==> config.mk <==
export PLATFORM = sky130hd
export DESIGN_NAME = hazard_control_unit
export DESIGN_NICKNAME = d
export VERILOG_FILES = /design/src/rtl/hazard_control_unit_pkg.sv /design/src/rtl/hazard_control_unit_match.sv /design/src/rtl/hazard_control_unit.sv
export SDC_FILE = /design/constraint.sdc
export NUM_CORES = 1
export LEC_CHECK = 0
export BUFFER_PORTS_ARGS = -buffer_cell sky130_fd_sc_hd__buf_2
export CAP_MARGIN = 20
export CELL_PAD_IN_SITES_DETAIL_PLACEMENT = 1
export CELL_PAD_IN_SITES_GLOBAL_PLACEMENT = 2
export CORE_MARGIN = 10
export CORE_UTILIZATION = 29
export DETAILED_ROUTE_END_ITERATION = 7
export GPL_TIMING_DRIVEN = 0
export PLACE_DENSITY_LB_ADDON = 0.08
export SYNTH_ARGS = -nofsm -noshare
export SYNTH_HDL_FRONTEND = slang
export SYNTH_SLANG_ARGS = --single-unit
export TNS_END_PERCENT = 10
==> constraint.sdc <==
create_clock -name clock -period 2.55 [get_ports clock]
set_input_delay 0.51 -clock clock [delete_from_list [all_inputs] [get_ports clock]]
set_output_delay 0.51 -clock clock [all_outputs]
set_load 0.02 [all_outputs]
==> src/rtl/hazard_control_unit_pkg.sv <==
// Shared encodings for the hazard control unit: EX branch types and FSM states.
package hazard_control_unit_pkg;

  typedef enum logic [1:0] {
    BT_NONE = 2'b00,
    BT_BEQ  = 2'b01,
    BT_BNE  = 2'b10,
    BT_JUMP = 2'b11
  } branch_type_e;

  typedef enum logic [1:0] {
    ST_IDLE  = 2'd0,
    ST_STALL = 2'd1,
    ST_FLUSH = 2'd2
  } hcu_state_e;

  localparam int HOLD_CNT_W = 3;

endpackage

==> src/rtl/hazard_control_unit_match.sv <==
// Load-use detector: flags a load in EX whose destination feeds a used ID source operand.
module hazard_match
  import hazard_control_unit_pkg::*;
#(
  parameter int REG_ADDR_W = 5,
  parameter int NUM_SRC    = 2
) (
  input  logic [NUM_SRC*REG_ADDR_W-1:0] i_id_rs,
  input  logic [NUM_SRC-1:0]            i_id_rs_used,
  input  logic [REG_ADDR_W-1:0]         i_ex_rd,
  input  logic                          i_ex_memread,
  output logic                          o_load_use
);

  logic w_hit;

  always_comb begin
    w_hit = 1'b0;
    for (int i = 0; i < NUM_SRC; i++) begin
      if (i_id_rs_used[i] && (i_id_rs[i*REG_ADDR_W +: REG_ADDR_W] == i_ex_rd)) begin
        w_hit = 1'b1;
      end
    end
  end

  // Register 0 is hard-wired, so a load targeting it never creates a dependency.
  assign o_load_use = i_ex_memread && (i_ex_rd != '0) && w_hit;

endmodule

==> src/rtl/hazard_control_unit.sv <==
// Pipeline hazard controller: load-use stalls, branch/jump flushes, and a saturating hazard-cycle counter.
module hazard_control_unit
  import hazard_control_unit_pkg::*;
#(
  parameter int REG_ADDR_W   = 5,
  parameter int NUM_SRC      = 2,
  parameter int LOAD_STALL   = 1,
  parameter int FLUSH_CYCLES = 2,
  parameter int CNT_W        = 16
) (
  input  logic                          clock,
  input  logic                          reset,
  input  logic [NUM_SRC*REG_ADDR_W-1:0] id_rs,
  input  logic [NUM_SRC-1:0]            id_rs_used,
  input  logic [REG_ADDR_W-1:0]         ex_rd,
  input  logic                          ex_memread,
  input  logic [1:0]                    ex_branch_type,
  input  logic                          ex_zero,
  output logic                          pc_write_en,
  output logic                          ifid_write_en,
  output logic                          idex_bubble,
  output logic                          ifid_flush,
  output logic                          branch_taken,
  output logic [CNT_W-1:0]              hazard_cycles
);

  localparam logic [HOLD_CNT_W-1:0] STALL_RELOAD = HOLD_CNT_W'(LOAD_STALL - 1);
  localparam logic [HOLD_CNT_W-1:0] FLUSH_RELOAD = HOLD_CNT_W'(FLUSH_CYCLES - 1);

  hcu_state_e            r_state;
  hcu_state_e            w_state_nxt;
  logic [HOLD_CNT_W-1:0] r_cnt;
  logic [HOLD_CNT_W-1:0] w_cnt_nxt;
  logic [CNT_W-1:0]      r_hazard_cycles;

  logic w_load_use;
  logic w_take;
  logic w_pc_we;
  logic w_ifid_we;
  logic w_bubble;
  logic w_flush;
  logic w_taken;

  function automatic logic [CNT_W-1:0] sat_inc(input logic [CNT_W-1:0] v);
    return (&v) ? v : v + CNT_W'(1);
  endfunction

  hazard_match #(
    .REG_ADDR_W (REG_ADDR_W),
    .NUM_SRC    (NUM_SRC)
  ) u_hazard_match (
    .i_id_rs      (id_rs),
    .i_id_rs_used (id_rs_used),
    .i_ex_rd      (ex_rd),
    .i_ex_memread (ex_memread),
    .o_load_use   (w_load_use)
  );

  assign w_take = ((ex_branch_type == BT_BEQ) &&  ex_zero) ||
                  ((ex_branch_type == BT_BNE) && !ex_zero) ||
                   (ex_branch_type == BT_JUMP);

  always_comb begin
    w_state_nxt = r_state;
    w_cnt_nxt   = r_cnt;
    w_pc_we     = 1'b1;
    w_ifid_we   = 1'b1;
    w_bubble    = 1'b0;
    w_flush     = 1'b0;
    w_taken     = 1'b0;
    case (r_state)
      ST_IDLE, ST_STALL: begin
        // A taken branch squashes the dependent instruction, so it overrides any stall.
        if (w_take) begin
          w_taken = 1'b1;
          w_flush = 1'b1;
          if (FLUSH_CYCLES > 1) begin
            w_state_nxt = ST_FLUSH;
            w_cnt_nxt   = FLUSH_RELOAD;
          end else begin
            w_state_nxt = ST_IDLE;
            w_cnt_nxt   = '0;
          end
        end else if (r_state == ST_STALL) begin
          w_pc_we   = 1'b0;
          w_ifid_we = 1'b0;
          w_bubble  = 1'b1;
          w_cnt_nxt = r_cnt - HOLD_CNT_W'(1);
          if (r_cnt <= HOLD_CNT_W'(1)) w_state_nxt = ST_IDLE;
        end else if (w_load_use) begin
          w_pc_we   = 1'b0;
          w_ifid_we = 1'b0;
          w_bubble  = 1'b1;
          if (LOAD_STALL > 1) begin
            w_state_nxt = ST_STALL;
            w_cnt_nxt   = STALL_RELOAD;
          end
        end
      end
      ST_FLUSH: begin
        w_flush   = 1'b1;
        w_cnt_nxt = r_cnt - HOLD_CNT_W'(1);
        if (r_cnt <= HOLD_CNT_W'(1)) w_state_nxt = ST_IDLE;
      end
      default: begin
        w_state_nxt = ST_IDLE;
        w_cnt_nxt   = '0;
      end
    endcase
  end

  always_ff @(posedge clock or posedge reset) begin
    if (reset) begin
      r_state         <= ST_IDLE;
      r_cnt           <= '0;
      r_hazard_cycles <= '0;
    end else begin
      r_state <= w_state_nxt;
      r_cnt   <= w_cnt_nxt;
      if (!w_pc_we || w_flush) r_hazard_cycles <= sat_inc(r_hazard_cycles);
    end
  end

  assign pc_write_en   = w_pc_we;
  assign ifid_write_en = w_ifid_we;
  assign idex_bubble   = w_bubble;
  assign ifid_flush    = w_flush;
  assign branch_taken  = w_taken;
  assign hazard_cycles = r_hazard_cycles;

endmodule

# Word-level counts from Yosys, hierarchy flattened
# Index checks and enable logic that the tools add are counted.
# totals
reg_bits	21
inputBits	23
# op_classes
bitwise_logic	1
order_cmp	1
muxes	20
add_sub_neg	2
reduce_logical	16
n_eq_ne	8
# op_table
op	count
$add 16x1->16 const B	1
$reduce_and 16->1	1
$mux 1	12
$eq 5x5->1	2
$eq 2x2->1 const B	3
$logic_and 1x1->1	6
$mux 2	3
$mux 3	2
$pmux 3 s2	1
$reduce_bool 5->1	1
$eq 2x1->1 const B	2
$pmux 2 s2	1
$le 3x1->1 const B	1
$logic_or 1x1->1	3
$ne 3x3->1 const B	1
$sub 3x1->3 const B	1
$logic_not 1->1	2
$logic_not 2->1	1
$pmux 1 s2	1
$reduce_and 2->1	1
$reduce_or 2->1	1
$not 1->1	1

# Longest topological paths before layout
# Gate-level depths: netlist of run 1.
# logic_depth
depth_word	12
ltp_mapped	7

# Cells and area by module
# A second synthesis of run 1 with hierarchy kept.
# hier_totals
hier_cells	125
hier_area_um2	1273.7
# by_module_without_submodules
module	n_inst	area_each_um2	cells_per_inst
hazard_control_unit	1	1139.8	108
hazard_match	1	133.9	17

# Worst setup path after synthesis of run 1
# Ideal clock, no wire load.
# synth_path
kind	input -> output
startpoint	input ex_rd[1]
endpoint	output idex_bubble
path_slack_ps	-128
stages	5
t_arrival_ps	2168
required_time_ps	2040
cell_sequence	or4_1 -> o21ai_1 -> nor2_1 -> o21ai_0 -> inv_1
# synth_via
elab_chain_len	9
word_cells_on_any_way	13
classes_between	eq/ne: 2; mux: 6; reduce/logical: 5
# synth_rtl
item	line	text
from (decl)	hazard_control_unit.sv:15	input logic [REG_ADDR_W-1:0] ex_rd,
$eq 5x5->1	hazard_control_unit_match.sv:20	if (i_id_rs_used[i] && (i_id_rs[i*REG_ADDR_W +: REG_ADDR_W] == i_ex_rd)) begin
$logic_and 1x1->1	hazard_control_unit_match.sv:20	
$mux 1 (2 in a row)	hazard_control_unit_match.sv:20	
$logic_and 1x1->1 (*)	hazard_control_unit_match.sv:27	assign o_load_use = i_ex_memread && (i_ex_rd != '0) && w_hit;
$mux 1 (*)	hazard_control_unit.sv:90	end else if (w_load_use) begin
$mux 1 (*)	hazard_control_unit.sv:84	end else if (r_state == ST_STALL) begin
$mux 1 (*)	hazard_control_unit.sv:74	if (w_take) begin
$mux 1 (*)	hazard_control_unit.sv:71	case (r_state)
to (decl)	hazard_control_unit.sv:21	output logic idex_bubble,
# Every way passes the cells marked *; elsewhere a longest branch is shown, timed or not.

# Worst setup path after layout of run 1
# layout_path
startpoint	input ex_rd[1]
endpoint	output pc_write_en
# layout_via
elab_chain_len	9
word_cells_on_any_way	13
classes_between	eq/ne: 2; mux: 6; reduce/logical: 5
# layout_rtl
item	line	text
$eq 5x5->1	hazard_control_unit_match.sv:20	
$logic_and 1x1->1	hazard_control_unit_match.sv:20	
$mux 1 (2 in a row)	hazard_control_unit_match.sv:20	
$logic_and 1x1->1 (*)	hazard_control_unit_match.sv:27	
$mux 1 (*)	hazard_control_unit.sv:90	
$mux 1 (*)	hazard_control_unit.sv:84	
$mux 1 (*)	hazard_control_unit.sv:74	
$mux 1 (*)	hazard_control_unit.sv:71	
to (decl)	hazard_control_unit.sv:19	output logic pc_write_en,
# Marked as above.

==> results of run 1 <==
[worst max-delay path: cells and delay by family]
kind | cells | cell delay (ps)
and+or+nand+nor | 2 | 600
AOI/OAI and AO/OA | 2 | 410
buffers and inverters | 3 | 410
[Yosys cell counts, types with 2 or more instances]
cell type,n
sky130_fd_sc_hd__dfrtp_1,21
sky130_fd_sc_hd__xnor2_1,18
sky130_fd_sc_hd__nand3_1,10
sky130_fd_sc_hd__nor2_1,9
sky130_fd_sc_hd__inv_1,8
sky130_fd_sc_hd__xor2_1,8
sky130_fd_sc_hd__nand4_1,7
sky130_fd_sc_hd__and3_1,5
sky130_fd_sc_hd__nand2_1,5
sky130_fd_sc_hd__a21oi_1,4
sky130_fd_sc_hd__a21boi_0,2
sky130_fd_sc_hd__buf_2,2
sky130_fd_sc_hd__ha_1,2
sky130_fd_sc_hd__mux2i_1,2
sky130_fd_sc_hd__o22ai_1,2
[path summary, 6_finish.rpt]
check / slack (ps) / end / cells past startpoint
max in group asynchronous: 1630 / hazard_cycles[4]$_DFFE_PP0P_ / 2
worst min-delay path: 410 / hazard_cycles[5]$_DFFE_PP0P_ / 2
worst min register to register: 500 / r_cnt[2]$_DFFE_PP0P_ / 1
worst max-delay path: 110 / pc_write_en / 7
min in group clock: 500 / r_cnt[2]$_DFFE_PP0P_ / 1
worst max register to register: 390 / hazard_cycles[13]$_DFFE_PP0P_ / 7
[power by group through the flow]
stage / registers (W) / logic (W) / clock network [W]
global placement: 0.000507 / 0.000540 / 0
finish: 0.000505 / 0.000549 / 0.000220
global route: 0.000523 / 0.000618 / 0.000244
CTS: 0.000507 / 0.000565 / 0.000234
floorplan: 0.000565 / 0.000328 / 0
detailed placement: 0.000514 / 0.000565 / 0
[flip-flops by register name, summed over array words and instances (netlist names)]
signal	cells
hazard_cycles	16
r_cnt	3
r_state	2
[logic make-up after synthesis]
logic type	Yosys count	synth area share, %
adders and majority gates	2	1.998
xor gates and xnor gates	26	18.18
AOI/OAI and AO/OA	14	7.892
muxes	4	3.397
DFF	21	41.96
and+or+nand+nor	48	21.58
buffers and inverters	13	4.995
[routing by layer]
layer,GRT usage (%),vias up
met4,4.042,0
met5,0,-
met1,10.18,521
met2,17.17,22
li1,-,534
met3,3.027,2
[cell type report]
type | count | area, µm² | share of cell area (%)
Buffer | 5 | 32.53 | 2.060
Timing Repair Buffer | 43 | 215.2 | 13.63
Sequential cell | 21 | 525.5 | 33.28
Multi-Input combinational cell | 94 | 668.1 | 42.31
Inverter | 8 | 30.03 | 1.902
Tap cell | 50 | 62.56 | 3.962
Clock buffer | 4 | 45.04 | 2.853
[layout by cell type, fill, tap and decap left out, types with 2 or more instances in the layout]
cell type and count:
sky130_fd_sc_hd__clkbuf_1 2, sky130_fd_sc_hd__nand3_1 10, sky130_fd_sc_hd__buf_2 45, sky130_fd_sc_hd__inv_1 8, sky130_fd_sc_hd__xor2_1 8, sky130_fd_sc_hd__dfrtp_1 21, sky130_fd_sc_hd__ha_1 2, sky130_fd_sc_hd__and3_1 5
sky130_fd_sc_hd__nand4_1 7, sky130_fd_sc_hd__xnor2_1 18, sky130_fd_sc_hd__mux2i_1 2, sky130_fd_sc_hd__clkbuf_8 3, sky130_fd_sc_hd__a21oi_1 4, sky130_fd_sc_hd__nand2_1 5, sky130_fd_sc_hd__o22ai_1 2, sky130_fd_sc_hd__a21boi_0 2
sky130_fd_sc_hd__nor2_1 9
[through the flow]
stage | worst slack (ps) | cell area [µm²] | instances | total power (W)
floorplan | 89.52 | 1252 | 128 | 0.0008930
global placement | 48.24 | 1530 | 221 | 0.001047
detailed placement | 24.72 | 1530 | 221 | 0.001078
CTS | 13.39 | 1575 | 225 | 0.001306
global route | 16.77 | 1579 | 225 | 0.001385
finish | 106.3 | 1579 | 225 | 0.001274
==> metrics.log, run 1 <==
[metrics] post-CTS resize count: 0
[metrics] detailed route wirelength on metal2: 1732 µm
[metrics] Post-synth EDFFs: 0
[metrics] part of the total power dissipated in sequential elements: 39.7%
[metrics] fraction of registers with async set/reset: 100.0%
[metrics] highest metal layer with signal wires: met4
[metrics] # Post-CTS Setup Buffers: 0
[metrics] number of hold violations in the final report: 0
[metrics] VDD IR max: 0.3106 mV
[metrics] number of levels the H-tree was split into: 1
[metrics] clock power share: 17.3%
[metrics] Final min period: 2444 ps
[metrics] Clock Path Buffers: 2
[metrics] Post-CTS Hold Fix Bufs: 0
[metrics] fraction of the yosys area taken by sequential cells: 41.96%
[metrics] max capacitance violation total: 0
[metrics] CTS tree: yes
[metrics] part of the power in combinational logic: 43.1%
[metrics] maximum cell stage delay along the critical path: 540 ps
[metrics] Die Span X: 85.72 µm
[metrics] vias in the first global route: 1276
[metrics] IO buf count: 43
[metrics] Std-Cell Core Area: 4086 µm²
[metrics] Synth Register Bits: 21
[metrics] proportion of total power due to net switching: 39.96%
[metrics] internal power consumption: 0.0007651 W
[metrics] io pins: 44
[metrics] relative area change from synthesis to final layout: 26.07%
[metrics] global routing usage summed across all routing layers: 9.627%
[metrics] CP startpoint kind: input pin
[metrics] total routed wire length on the met1 layer: 1385 µm
[metrics] largest fanout on the critical path: 3
[metrics] Max stage delay cell, worst path: sky130_fd_sc_hd__or4_1
[metrics] unrepaired setup endpoints after global routing: false
[metrics] Worst EP arrival: 1930 ps
[metrics] required time at the endpoint of the critical path: 2040 ps
[metrics] endpoint class of the critical path: primary output
[metrics] post-synth top area cell: sky130_fd_sc_hd__dfrtp_1
[metrics] final layout net count: 201
[metrics] setup tns final: 0 ps
[metrics] count of standard-cell rows: 23
[metrics] Synth area leaders: sky130_fd_sc_hd__dfrtp_1, sky130_fd_sc_hd__xnor2_1, sky130_fd_sc_hd__xor2_1
[metrics] clock input transition at the sequential cells of the worst setup and hold paths: 80 ps
[metrics] gr ovfl total: 0
[metrics] launching instance or port of the critical path: ex_rd[1]
[metrics] height of the chip: 85.72 µm
[metrics] Post-Route Skew: 3.175 ps
[metrics] initial cell density of the core: 30.65%
[metrics] summed instance area of the synthesized netlist: 1252 µm²
[metrics] first-pass GRT wire length: 5954 µm
[metrics] maximum number of pins on one net before global-route repair: 22
[metrics] Yosys Warn Count: 0
[metrics] f_max: 0.4092 GHz
[metrics] antenna violation net count after detailed routing: 0
[metrics] final core utilization: 38.64%
[metrics] antenna violations before repair: 0
[metrics] initial detailed-routing violation count: 26
[metrics] number of remaining DRC errors: 0
[metrics] P_leak: 0.7434 nW
[metrics] pin slew with the least headroom to its limit: 827.9 ps
[metrics] die outline area: 7347 µm²
[metrics] type of the setup path with the least slack: in2out
[metrics] HPWL after detailed placement: 2758 µm
[metrics] ys flop type: sky130_fd_sc_hd__dfrtp_1
[metrics] mean routed wirelength per cell: 14.91 µm
[metrics] Setup-failing EPs final: 0
[metrics] max-slew violation total from the final report: 0
[metrics] share of final-layout standard cells stronger than drive strength 1: 32.57%
[metrics] CTS buffer count: 3
[metrics] ANT cells: 0
[metrics] Synth Area per Inst: 9.785 µm²
[metrics] total length of routed met3 wires: 200 µm
[metrics] clock net sink count: 21
[metrics] worst hold path class: in2async
[metrics] Yosys top cell area share: 41.96%
[metrics] outcome: completed
[metrics] Critical Path Most Common Cell: sky130_fd_sc_hd__buf_2
[metrics] worst-case headroom to the max-slew limit: 44.75%
[metrics] clock insertion delay at the later pin of the skew report: 260 ps
[metrics] overall routed net length: 3355 µm
[metrics] portion of the clock cycle consumed by the worst path in the final layout: 95.83%
[metrics] Hold Slack: 408.4 ps
[metrics] iteration count of the initial detailed-routing pass: 4
[metrics] P per Cell Area: 807.1 nW/µm²
[metrics] total vias in the final route: 1079
[metrics] last weighted congestion value of the routability-driven placer: 0.7494
[metrics] FILL cells: 504
[metrics] Synthesized Nets: 153
[metrics] detail-routed via count per cell: 4.796
[metrics] startpoint of the lowest-slack register-to-register path: hazard_cycles[0]$_DFFE_PP0P_
[metrics] CTS root buffer: sky130_fd_sc_hd__clkbuf_8
[metrics] Distinct cells, synth: 38
[metrics] synthesized netlist cell count: 128
[metrics] Sw Pwr: 0.0005093 W
[metrics] crit path cell chain: buf_2 -> or4_1 -> o21ai_2 -> nor2_1 -> o21ai_1 -> buf_4 -> buf_2
Power figures use the tool's default switching activity.
==> run 2, diff against run 1 <==
- ABC_AREA: not set -> 1
- CORE_UTILIZATION: 29 -> 28
- SLEW_MARGIN: not set -> 20
==> metrics.log, run 2 <==
[metrics] CTS tree: yes
[metrics] synthesized netlist cell count: 230
[metrics] leading cell types by count after synthesis: sky130_fd_sc_hd__nand2_1, sky130_fd_sc_hd__inv_1, sky130_fd_sc_hd__dfrtp_1, sky130_fd_sc_hd__nor2_1, sky130_fd_sc_hd__nand3_1
[metrics] Final min period: 2062 ps
[metrics] clock input transition at the sequential cells of the worst setup and hold paths: 90 ps
[metrics] Worst EP arrival: 1550 ps
[metrics] largest fanout on the critical path: 4
[metrics] number of hold violations in the final report: 0
[metrics] endpoint class of the critical path: primary output
[metrics] Yosys top cell area share: 33.41%
[metrics] f_max: 0.4851 GHz
[metrics] Critical R2R Capture: hazard_cycles[6]$_DFFE_PP0P_
[metrics] clock net sink count: 21
[metrics] Post-synth EDFFs: 0
[metrics] count of standard-cell rows: 27
[metrics] last weighted congestion value of the routability-driven placer: 0.7082
[metrics] CP startpoint kind: input pin
[metrics] Synth area leaders: sky130_fd_sc_hd__dfrtp_1, sky130_fd_sc_hd__nand2_1, sky130_fd_sc_hd__inv_1
[metrics] Setup-failing EPs final: 0
[metrics] most frequent cell after synthesis: sky130_fd_sc_hd__nand2_1
[metrics] Distinct cells, synth: 22
[metrics] number of levels the H-tree was split into: 1
[metrics] number of remaining DRC errors: 0
[metrics] Register-to-Register Path Depth: 11
[metrics] Synth Area per Inst: 6.838 µm²
[metrics] worst hold path class: in2async
[metrics] die outline area: 9015 µm²
[metrics] iteration count of the initial detailed-routing pass: 4
[metrics] required time at the endpoint of the critical path: 2040 ps
[metrics] P per Cell Area: 706.9 nW/µm²
[metrics] P_leak: 1.102 nW
[metrics] VDD IR max: 0.2753 mV
[metrics] IO buf count: 43
[metrics] fraction of the yosys area taken by sequential cells: 33.41%
[metrics] Synthesized Nets: 255
[metrics] share of final-layout standard cells stronger than drive strength 1: 27.08%
[metrics] CTS root buffer: sky130_fd_sc_hd__clkbuf_8
[metrics] initial cell density of the core: 28.74%
[metrics] setup tns final: 0 ps
[metrics] max-slew violation total from the final report: 0
[metrics] overall routed net length: 4353 µm
[metrics] # Post-CTS Setup Buffers: 0
[metrics] register area: 525.5 µm²
[metrics] pin slew with the least headroom to its limit: 833.2 ps
[metrics] final core utilization: 35.16%
[metrics] FILL cells: 725
[metrics] io pins: 44
[metrics] max capacitance violation total: 0
[metrics] relative area change from synthesis to final layout: 22.36%
[metrics] maximum number of pins on one net before global-route repair: 22
[metrics] ys flop type: sky130_fd_sc_hd__dfrtp_1
[metrics] HPWL after detailed placement: 3576 µm
[metrics] startpoint of the lowest-slack register-to-register path: hazard_cycles[0]$_DFFE_PP0P_
[metrics] Std-Cell Core Area: 5473 µm²
[metrics] Post-CTS Hold Fix Bufs: 0
[metrics] clock insertion delay at the later pin of the skew report: 270 ps
[metrics] worst reg2reg setup slack: 890 ps
[metrics] commonest non-fill, non-tap cell in the layout: sky130_fd_sc_hd__nand2_1
[metrics] Clock Path Buffers: 2
[metrics] Yosys Warn Count: 0
[metrics] CTS buffer count: 3
[metrics] initial detailed-routing violation count: 38
[metrics] area of the multi-input gates: 869.6 µm²
[metrics] height of the chip: 94.95 µm
[metrics] post-synth top area cell: sky130_fd_sc_hd__dfrtp_1
[metrics] mean routed wirelength per cell: 12.47 µm
[metrics] antenna violation net count after detailed routing: 0
[metrics] antenna violations before repair: 0
[metrics] type of the setup path with the least slack: in2out
[metrics] worst-case headroom to the max-slew limit: 44.39%
[metrics] first-pass GRT wire length: 7396 µm
[metrics] detail-routed via count per cell: 4.344
[metrics] total vias in the final route: 1516
[metrics] portion of the clock cycle consumed by the worst path in the final layout: 80.85%
[metrics] Die Span X: 94.95 µm
[metrics] fraction of registers with async set/reset: 100.0%
[metrics] Post-Route Skew: 8.337 ps
[metrics] Synth Register Bits: 21
[metrics] most frequent cells in the layout: sky130_fd_sc_hd__nand2_1, sky130_fd_sc_hd__buf_2, sky130_fd_sc_hd__inv_1, sky130_fd_sc_hd__dfrtp_1, sky130_fd_sc_hd__nor2_1
[metrics] final layout net count: 303
[metrics] summed instance area of the synthesized netlist: 1573 µm²
[metrics] ANT cells: 0
[metrics] post-CTS resize count: 0
[metrics] outcome: completed
[metrics] global routing usage summed across all routing layers: 9.932%
[metrics] unrepaired setup endpoints after global routing: false
[metrics] vias in the first global route: 1579
[metrics] max FFs per register: 16
[metrics] gr ovfl total: 0
==> run 2: logic make-up after synthesis <==
logic type	share of synthesized area (%)
XOR/XNOR	4.455
flip-flops	33.41
adder cells (fa/ha/maj)	1.591
AO/OA/AOI/OAI	2.466
buffers and inverters	11.30
AND/OR/NAND/NOR	46.78
==> run 2: how the worst max path moves through the flow <==
stage | startpoint | end | slack, ps | cells after the start
3_3_place_gp | ex_rd[4] | pc_write_en | 460 | 10
5_1_grt | ex_zero | pc_write_en | 330 | 11
3_5_place_dp | ex_rd[1] | pc_write_en | 450 | 12
4_1_cts | ex_rd[1] | pc_write_en | 450 | 12
6_report | ex_rd[1] | pc_write_en | 490 | 12
2_1_floorplan | ex_rd[3] | pc_write_en | 530 | 8
==> run 2: per-layer routing <==
metal	share of wire, %	global-route usage, %	vias up	routed length, µm
li1	-	-	795	-
met1	47	12.16	686	2039
met2	46	16.82	31	1988
met3	6.7	2.855	4	290
met5	0	0	-	0
met4	0.80	2.244	0	35
==> run 2: where the power goes <==
group / switching, W / internal [W]
logic: 0.000409 / 0.000237
registers: 0.0000763 / 0.000408
clock network: 0.000121 / 0.000109
total: 0.000606 / 0.000754
==> run 2: final cells by class <==
class,count,share of cell area [%]
buffer,4,2.146
clock buffer,3,2.146
clock inverter,1,0.2601
inverter,36,7.087
multi-input combinational,169,45.19
sequential,21,27.31
tap,72,4.681
timing repair buffer,43,11.18
==> run 2: metrics by stage <==
| step | setup WS (ps) | cells | hold slack [ps] | total power (W) | area (µm²) |
|---|---|---|---|---|---|
| after detailed placement | 454.5 | 345 | 520.0 | 0.001159 | 1878 |
| after global placement | 461.8 | 345 | 504.1 | 0.001151 | 1878 |
| after floorplan | 534.2 | 230 | 483.8 | 0.0009550 | 1573 |
| after global routing | 334.3 | 349 | 483.1 | 0.001493 | 1924 |
| after CTS | 450.5 | 349 | 443.4 | 0.001399 | 1924 |
| final | 488.4 | 349 | 397.5 | 0.001360 | 1924 |
==> run 2: critical path: stages <==
cell and delay [ps]:
sky130_fd_sc_hd__buf_2 120, sky130_fd_sc_hd__inv_1 60, sky130_fd_sc_hd__nand2_1 60, sky130_fd_sc_hd__nand2_1 50
sky130_fd_sc_hd__nor2_1 100, sky130_fd_sc_hd__nand3_1 80, sky130_fd_sc_hd__nand2_1 80, sky130_fd_sc_hd__nand2_1 90
sky130_fd_sc_hd__nand2_1 90, sky130_fd_sc_hd__inv_1 50, sky130_fd_sc_hd__buf_4 120, sky130_fd_sc_hd__buf_2 150
==> run 3, diff against run 2 <==
- clock period: 2.55 -> 1.9 ns (I/O delays scaled with it)
==> metrics.log, run 3 (synthesized netlist as in run 2, its figures left out) <==
[metrics] Critical R2R Capture: hazard_cycles[6]$_DFFE_PP0P_
[metrics] CTS root buffer: sky130_fd_sc_hd__clkbuf_8
[metrics] Post-Route Skew: 8.333 ps
[metrics] detail-routed via count per cell: 4.345
[metrics] Std-Cell Core Area: 5473 µm²
[metrics] portion of the clock cycle consumed by the worst path in the final layout: 95.75%
[metrics] ANT cells: 0
[metrics] Critical Path Most Common Cell: sky130_fd_sc_hd__nand2_2
[metrics] mean routed wirelength per cell: 12.46 µm
[metrics] P per Cell Area: 946.6 nW/µm²
[metrics] f_max: 0.5497 GHz
[metrics] number of levels the H-tree was split into: 1
[metrics] type of the setup path with the least slack: reg2out
[metrics] final cell count without fillers: 351
[metrics] number of hold violations in the final report: 0
[metrics] IO buf count: 43
[metrics] final core utilization: 35.89%
[metrics] startpoint of the lowest-slack register-to-register path: hazard_cycles[0]$_DFFE_PP0P_
[metrics] VDD IR max: 0.3716 mV
[metrics] gr ovfl total: 0
[metrics] clock insertion delay at the later pin of the skew report: 270 ps
[metrics] Register-to-Register Path Depth: 11
[metrics] Hold Slack: 267.4 ps
[metrics] most frequent cells in the layout: sky130_fd_sc_hd__nand2_1, sky130_fd_sc_hd__buf_2, sky130_fd_sc_hd__inv_1, sky130_fd_sc_hd__dfrtp_1, sky130_fd_sc_hd__nor2_1
[metrics] initial detailed-routing violation count: 37
[metrics] HPWL after detailed placement: 3576 µm
[metrics] CTS tree: yes
[metrics] share of final-layout standard cells stronger than drive strength 1: 29.39%
[metrics] max capacitance violation total: 0
[metrics] placed cell count: 345
[metrics] worst slack, placed: 64.52 ps
[metrics] global routing usage summed across all routing layers: 9.932%
[metrics] CTS buffer count: 3
[metrics] P_leak: 1.118 nW
[metrics] number of remaining DRC errors: 0
[metrics] count of standard-cell rows: 27
[metrics] Post-CTS Hold Fix Bufs: 0
[metrics] largest fanout on the critical path: 4
[metrics] maximum cell stage delay along the critical path: 430 ps
[metrics] overall routed net length: 4373 µm
[metrics] worst-case headroom to the max-slew limit: 44.40%
[metrics] CP startpoint kind: register
[metrics] crit path cell chain: nor2_4 -> nand2_2 -> nor2_2 -> nand2_2 -> nand2_2 -> inv_2 -> buf_6 -> buf_6
[metrics] Worst EP arrival: 1440 ps
[metrics] FILL cells: 721
[metrics] die outline area: 9015 µm²
[metrics] commonest non-fill, non-tap cell in the layout: sky130_fd_sc_hd__nand2_1
[metrics] io pins: 44
[metrics] worst setup margin: 80.77 ps
[metrics] max FFs per register: 16
[metrics] unrepaired setup endpoints after global routing: true
[metrics] Clock Path Buffers: 2
[metrics] iteration count of the initial detailed-routing pass: 3
[metrics] maximum number of pins on one net before global-route repair: 22
[metrics] setup tns final: 0 ps
[metrics] last weighted congestion value of the routability-driven placer: 0.7082
[metrics] worst reg2reg setup slack: 240 ps
[metrics] Die Span X: 94.95 µm
[metrics] max-slew violation total from the final report: 0
[metrics] Max stage delay cell, worst path: sky130_fd_sc_hd__dfrtp_1
[metrics] antenna violation net count after detailed routing: 0
[metrics] outcome: completed
[metrics] initial cell density of the core: 28.74%
[metrics] endpoint class of the critical path: primary output
[metrics] vias in the first global route: 1579
[metrics] Final min period: 1819 ps
[metrics] first-pass GRT wire length: 7396 µm
[metrics] height of the chip: 94.95 µm
[metrics] total vias in the final route: 1525
[metrics] clock input transition at the sequential cells of the worst setup and hold paths: 90 ps
[metrics] worst hold path class: in2async
[metrics] required time at the endpoint of the critical path: 1520 ps
[metrics] clock net sink count: 21
[metrics] relative area change from synthesis to final layout: 24.90%
[metrics] Largest delay share family, worst path: simple AND/OR/NAND/NOR gates
[metrics] worst path buffer plus inverter count: 3
[metrics] final layout net count: 305
[metrics] Setup-failing EPs final: 0
[metrics] pin slew with the least headroom to its limit: 833.1 ps
[metrics] antenna violations before repair: 0
[run 3: power breakdown]
| part | internal, W | total [W] | switching (W) |
|---|---|---|---|
| combinational | 0.000341 | 0.000897 | 0.000557 |
| clock | 0.000146 | 0.000309 | 0.000162 |
| sequential | 0.000547 | 0.000653 | 0.000106 |
| total | 0.00103 | 0.00186 | 0.000825 |
[run 3: metal layers]
metal / global-route usage [%] / vias up / share of wire (%)
met2: 16.82 / 31 / 46
li1: - / 799 / -
met5: 0 / - / 0
met4: 2.244 / 0 / 0.80
met3: 2.855 / 4 / 6.4
met1: 12.16 / 691 / 47
[run 3: through the flow]
stage | total power (W) | cell area [µm²]
floorplan | 0.001282 | 1573
global placement | 0.001545 | 1878
detailed placement | 0.001556 | 1878
CTS | 0.001876 | 1924
global route | 0.002037 | 1964
finish | 0.001859 | 1964
[run 3: repair_timing]
item                                    4_1_cts  5_1_grt
resized for setup                             0        9
setup buffers                                 0        2
endpoints found under the setup margin        1        2
pin swaps                                     1        5
[run 3: layout make-up]
class	count	area (µm²)	share of cell area (%)
Timing Repair Buffer	45	236.5	12.04
Sequential cell	21	525.5	26.75
Clock inverter	1	5.005	0.2548
Clock buffer	3	41.29	2.102
Multi-Input combinational cell	169	884.6	45.03
Inverter	36	136.4	6.943
Tap cell	72	90.09	4.586
Buffer	4	45.04	2.293
[run 3: worst max path at each step]
stage	slack, ps	to	startpoint	cells after the start
after floorplan	140	pc_write_en	ex_rd[3]	8
after global placement	70	pc_write_en	ex_rd[4]	10
after detailed placement	60	pc_write_en	ex_rd[1]	12
after CTS	1	pc_write_en	r_state[1]$_DFFE_PP0P_	8
after global routing	-20	pc_write_en	r_state[1]$_DFFE_PP0P_	8
final	80	pc_write_en	r_state[1]$_DFFE_PP0P_	8
